$ cat src/rtl/cpu_pkg.sv
// Shared definitions for the Harvard MIPS core: PC sequencer state encoding and
// default fetch/halt addresses.
package cpu_pkg;

  typedef enum logic [1:0] {
    RUN   = 2'd0,
    DSLOT = 2'd1,
    HALT  = 2'd2
  } pcseq_state_t;

  localparam logic [31:0] RESET_VECTOR_DEFAULT = 32'hBFC00000;
  localparam logic [31:0] HALT_ADDR_DEFAULT    = 32'h00000000;
  localparam logic [31:0] INSTR_BYTES          = 32'd4;

endpackage

$ cat src/rtl/pc_sequencer.sv
// Program-counter controller: sequential fetch, one-delay-slot redirects, stall/enable
// freeze and halt detection. Optional misaligned-redirect trap under PC_ALIGN_CHECK_EN.
module pc_sequencer
  import cpu_pkg::*;
#(
  parameter logic [31:0] RESET_VECTOR = RESET_VECTOR_DEFAULT,
  parameter logic [31:0] HALT_ADDR    = HALT_ADDR_DEFAULT
) (
  input  logic        clk,
  input  logic        reset,
  input  logic        clk_enable,
  input  logic        stall,
  input  logic        redirect_valid,
  input  logic [31:0] redirect_target,
  output logic [31:0] instr_address,
  output logic [31:0] link_address,
  output logic        delay_slot,
  output logic        active,
  output logic        fault
);

  pcseq_state_t state_q, state_d;
  logic [31:0]  pc_q, pc_d;
  logic [31:0]  pending_q, pending_d;
  logic         active_q, active_d;
  logic         advance;
  logic [31:0]  pc_plus4;
  logic [31:0]  target_latch;

`ifdef PC_ALIGN_CHECK_EN
  logic fault_q, fault_d;
  assign target_latch = redirect_target;
`else
  // Without the trap, misaligned targets are silently word-aligned.
  assign target_latch = redirect_target & 32'hFFFF_FFFC;
`endif

  assign advance  = clk_enable & ~stall;
  assign pc_plus4 = pc_q + INSTR_BYTES;

  always_comb begin
    state_d   = state_q;
    pc_d      = pc_q;
    pending_d = pending_q;
    active_d  = active_q;
`ifdef PC_ALIGN_CHECK_EN
    fault_d   = fault_q;
`endif
    if (advance) begin
      case (state_q)
        RUN: begin
          pc_d = pc_plus4;
          if (redirect_valid) begin
            pending_d = target_latch;
            state_d   = DSLOT;
`ifdef PC_ALIGN_CHECK_EN
            fault_d   = fault_q | (redirect_target[1:0] != 2'b00);
`endif
          end
          if (pc_plus4 == HALT_ADDR) begin
            state_d  = HALT;
            active_d = 1'b0;
          end
        end
        DSLOT: begin
`ifdef PC_ALIGN_CHECK_EN
          // fault can only be set here by the redirect that opened this slot,
          // since any earlier fault would already have halted the core.
          pc_d = fault_q ? HALT_ADDR : pending_q;
`else
          pc_d = pending_q;
`endif
          if (pc_d == HALT_ADDR) begin
            state_d  = HALT;
            active_d = 1'b0;
          end else begin
            state_d  = RUN;
          end
        end
        default: begin
          state_d = HALT;
        end
      endcase
    end
  end

  always_ff @(posedge clk or negedge reset) begin
    if (!reset) begin
      state_q   <= RUN;
      pc_q      <= RESET_VECTOR;
      pending_q <= 32'd0;
      active_q  <= 1'b1;
`ifdef PC_ALIGN_CHECK_EN
      fault_q   <= 1'b0;
`endif
    end else begin
      state_q   <= state_d;
      pc_q      <= pc_d;
      pending_q <= pending_d;
      active_q  <= active_d;
`ifdef PC_ALIGN_CHECK_EN
      fault_q   <= fault_d;
`endif
    end
  end

  assign instr_address = pc_q;
  assign link_address  = pc_q + 32'd8;
  assign delay_slot    = (state_q == DSLOT);
  assign active        = active_q;
`ifdef PC_ALIGN_CHECK_EN
  assign fault         = fault_q;
`else
  assign fault         = 1'b0;
`endif

endmodule

$ cat config.mk
export PLATFORM = sky130hd
export DESIGN_NAME = pc_sequencer
export DESIGN_NICKNAME = d
export VERILOG_FILES = /design/src/rtl/cpu_pkg.sv /design/src/rtl/pc_sequencer.sv
export SDC_FILE = /design/constraint.sdc
export NUM_CORES = 1
export LEC_CHECK = 0
export CAP_MARGIN = 0
export CORE_MARGIN = 10
export CORE_UTILIZATION = 50
export CTS_CLUSTER_SIZE = 24
export DETAILED_ROUTE_END_ITERATION = 10
export PLACE_DENSITY_LB_ADDON = 0.08
export SYNTH_ARGS = -nofsm -noshare
export SYNTH_HDL_FRONTEND = slang
export SYNTH_SLANG_ARGS = --single-unit
$ cat constraint.sdc
create_clock -name clk -period 4.4 [get_ports clk]
set_input_delay 1.32 -clock clk [delete_from_list [all_inputs] [get_ports clk]]
set_output_delay 1.32 -clock clk [all_outputs]
set_load 0.01 [all_outputs]
=== After elaboration in Yosys (flattened, before gate mapping) ===
Cells that the tools add are included.

* Register bits after elaboration: 65
* Input bits: 37
* Output and inout port bits: 67

* Add/subtract/negate cells: 2
* Mux-type cells: 8
* Equality and inequality tests: 4
* Bitwise gates (word level): 2
* Reduce and logical (&&, ||, !) cells: 8

{| class="wikitable"
|+ Operator list
! cell !! number
|-
| 32-bit zero test || 2
|-
| 32-bit case mux with 2 select lines || 1
|-
| 32-bit by 3-bit adder with 32-bit output (second input constant) || 1
|-
| 32-bit by 4-bit adder with 32-bit output (second input constant) || 1
|-
| 2-bit two-way mux || 3
|-
| 2-bit case mux with 2 select lines || 1
|-
| 2-bit AND reduction || 2
|-
| 4-bit AND reduction || 1
|-
| 3-bit != test (second input constant) || 1
|-
| 3-bit AND reduction || 1
|-
| 2-bit by 1-bit equality test with 1-bit output (second input constant) || 1
|-
| 2-bit zero test || 1
|-
| 1-bit two-way mux || 2
|-
| 2-bit by 1-bit != test with 1-bit output (second input constant) || 1
|-
| 2-bit != test (second input constant) || 1
|-
| 1-bit case mux with 2 select lines || 1
|-
| 2-bit nonzero test || 1
|-
| 1-bit bitwise AND || 1
|-
| 1-bit inverter || 1
|}

=== Depth between registers and ports, before layout ===
* Depth in word-level cells: 4
* Mapped depth: 9
* Depth with buffers taken out: 8

=== Worst setup path after synthesis ===
No wires, ideal clock.

* Path kind: flip-flop to output port
* Start: register pc_q[5], in the netlist instr_address[5]
* End: output port link_address[30]
* Stages on the path, launching flop included: 8
* Buffers on the path: 1
* Slack: 1.152 ns
* Arrival time: 1.928 ns
* Data required time: 3.080 ns
* Cells stage by stage: dfrtp_1 > buf_2 > nand3_1 > nor3_1 > nand3_1 > nor2_1 > nand3_1 > xnor2_1

* Word-level cells in the longest chain between the ends: 1

{| class="wikitable"
|+ RTL lines
! item !! line !! RTL
|-
| start: declaration || pc_sequencer.sv:23 || <nowiki>logic [31:0] pc_q, pc_d;</nowiki>
|-
| start signal: assignment || pc_sequencer.sv:98 || <nowiki>pc_q <= pc_d;</nowiki>
|-
| 32-bit by 4-bit adder with 32-bit output || pc_sequencer.sv:108 || <nowiki>assign link_address = pc_q + 32'd8;</nowiki>
|-
| end: declaration || pc_sequencer.sv:16 || <nowiki>output logic [31:0] link_address,</nowiki>
|}

Every way passes these cells.

=== Worst setup path after layout ===
* Start: register pc_q[11], in the netlist instr_address[11]
* End: output port link_address[30]

Same word-level chain as after synthesis.

==> flow_summary.ini <==
[worst_setup_path]
crit_buf_inv = 2
path_delay_family = simple AND/OR/NAND/NOR gates
cp-startpoint = instr_address[11]
crit_cells = 8
cp_max_fo = 12
path_cells = nand4_4 > nor3_1 > nand3_1 > nor2_1 > buf_4 > nand3_1 > xnor2_1 > clkdlybuf4s50_1
max_stage_delay_ns = 0.63
ff2ff_path_depth = 8
cp-start-kind = flip-flop
cp.arrival_ns = 2.92
cp-end-kind = output pin
r2r_start = instr_address[2]
cp.required_ns = 3.08
slowest_stage = dfrtp_1
cp_common_cell = nand3_1
crit_type = reg -> out

[sta]
finalSetupViolations = 0
rsz0062_at_grt = no
fmax_mhz = 236
fin_worst_skew_ns = 0.0141
tightestPinTransition_ns = 0.985
slew_violations = 0
min_period_over_period_pct = 96.3
maxSlewHeadroom_pct = 34.3
fin_crit_ns = 4.24
final_hold_viol_count = 0
fin_setup_tns_ns = 0

[logic_synthesis]
synth_top_area_share_pct = 30.8
synth-simple-area-share_pct = 23.4
yosys_warnings = 0
synth_edf_count = 0
synth_cells = 501
synth-seq-cells = 63
synth_area_per_cell_sq_um = 8.61
ys_types = 53
synthMuxAreaShare_pct = 8.30
synth_top_cell_by_area = dfrtp_1
synth-xor-area-share_pct = 6.91
synth_ff_type = dfrtp_1
yosysMostFrequentCell = dfrtp_1
synth_top_family_by_area = simple AND/OR/NAND/NOR gates
synthAdderAreaFrac_pct = 0.871
ys_seq_area_share_pct = 36.9
syn_area_sq_um = 4310
synthTopCellsByCount = dfrtp_1 (53), a21oi_1 (47), nor2_1 (37)
synthTopCellsByArea = dfrtp_1 (31%), mux2_2 (7.8%), dfstp_2 (6.1%)
async_reset_ff_share_pct = 100
synth-compound-area-share_pct = 16.6

[final_layout]
antennaDiodeCount = 0
fill_cells = 753
drive_gt1_share_pct = 15.1
syn2layout_area_growth_pct = 27.4
finish.utilization_pct = 66.2
fin_nets = 619

[global_route]
antenna_found_initial = 0
grt_pass1_vias = 4118
grt_pass1_wl_mm = 22.8
track_usage_pct = 21.8
grt-ovfl-total = 0
grt_max_degree = 41

[min_path]
min_path_cells = 1
hp-class = reg -> reg
holdCritStartpoint = active

[floorplanning]
core_area_sq_um = 8300
die_width_um = 113
io-pin-count = 104
rows = 33
dieArea_sq_um = 12700
start_util_pct = 52.0
die_h_um = 113

[clock_network]
clkTransAtPathRegs_ns = 0.07
cts_buffers = 9
clk_latency_ns = 0.35
post_cts_buffers = 0
cts_tree = done
cts_root_buf = clkbuf_8
htreeDepth = 3
clockBufferDepth = 2
cts_hold_buf = 0
clock_sinks = 63

[detailed_routing]
route.vias.total = 4287
drt-total-wl_mm = 14.4
first_pass_iters = 7
via_per_inst = 6.22
remaining_drc_errors = 0
final_antenna_net_count = 0
wl_per_cell_um = 20.9
drt_iter0_markers = 386

[pwr]
powerDensity_nw_per_um2 = 622
leakagePower_nw = 2.04
vdd.ir_drop.worst_v = 0.000353

[run_status]
outcome = finished, final reports clean

[placed_design]
place_congestion = 0.953
post-dp-hpwl_mm = 10.5
io_buffers = 96

[run]
cap_violations = 0
through the flow:
step	total power [W]	std cells	hold WS (ns)	cell area, sq um	setup WS [ns]
after floorplan	0.00207	505	0.466	4330	1.15
after global placement	0.00285	673	0.455	5290	0.506
after detailed placement	0.00288	673	0.451	5290	0.463
after CTS	0.00341	689	0.467	5490	0.0936
after global routing	0.00362	689	0.473	5490	0.000633
final	0.00342	689	0.462	5490	0.163
area by class of cell:
cell class                      instances  area [sq um]  area share, %
Multi-Input combinational cell        379          2440           44.5
Sequential cell                        63          1590           28.9
Timing Repair Buffer                  113          1080           19.7
Tap cell                              105           131           2.39
Clock buffer                           10           128           2.32
Clock inverter                          6          70.1           1.28
Inverter                               13          48.8          0.888
routing by layer:
layer / routed length [um] / vias to the layer above / share of wire, % / global-route usage (%)
met5: 0 / - / 0 / 0
met4: 255 / 0 / 1.8 / 6.77
met3: 1510 / 21 / 10 / 5.49
met2: 6350 / 224 / 44 / 31.3
met1: 6290 / 2055 / 44 / 31.2
li1: - / 1987 / - / -
cell families (layout without fill, tap and decap cells):
kind of cell,after synthesis,in the layout
and+or+nand+nor,184,184
AOI/OAI and AO/OA,121,121
DFF,63,63
buffers and inverters,63,142
xor gates and xnor gates,34,34
muxes,32,32
adders and majority gates,3,3
other,1,5
repair_timing:
action,in CTS,in global routing
setup endpoints to repair,0,3
endpoints found under the hold margin,0,0
resized for setup,0,2
sequential cells by signal, summed over array words and instances (netlist names):
register and count:
instr_address 30, pending_q 30, state_q 2, active 1
report_power, final:
part	total, W	switching, W	internal, W
sequential	0.00134	0.000505	0.000836
combinational	0.00155	0.000704	0.000846
clock	0.000528	0.000263	0.000265
worst reg2reg max path: stages, from the launching register on:
cell      delay (ns)
dfrtp_1         0.56
ha_1            0.33
nand3_1         0.28
or4_4           0.53
a221oi_2        0.35
nand4_1         0.14
nor4_2          0.47
a21oi_1         0.18
o21a_1          0.23
cells in the final DEF (no fill, tap or decap), drive strengths merged, types with 27 or more instances in the layout:
cell type,instances
clkdlybuf4s50,95
xnor2,27
dfrtp,53
a21oi,47
mux2,30
nand2,37
o21ai,27
nor2,37
nand3,30
worst paths after layout:
kind,endpoint,slack (ns)
max in group asynchronous,instr_address[31],2.41
min in group asynchronous,instr_address[7],1.02
hold reg to reg,active,0.46
hold / removal,active,0.46
setup / recovery,link_address[30],0.16
setup reg to reg,active,1.27
(Power assumes the default switching activity.)
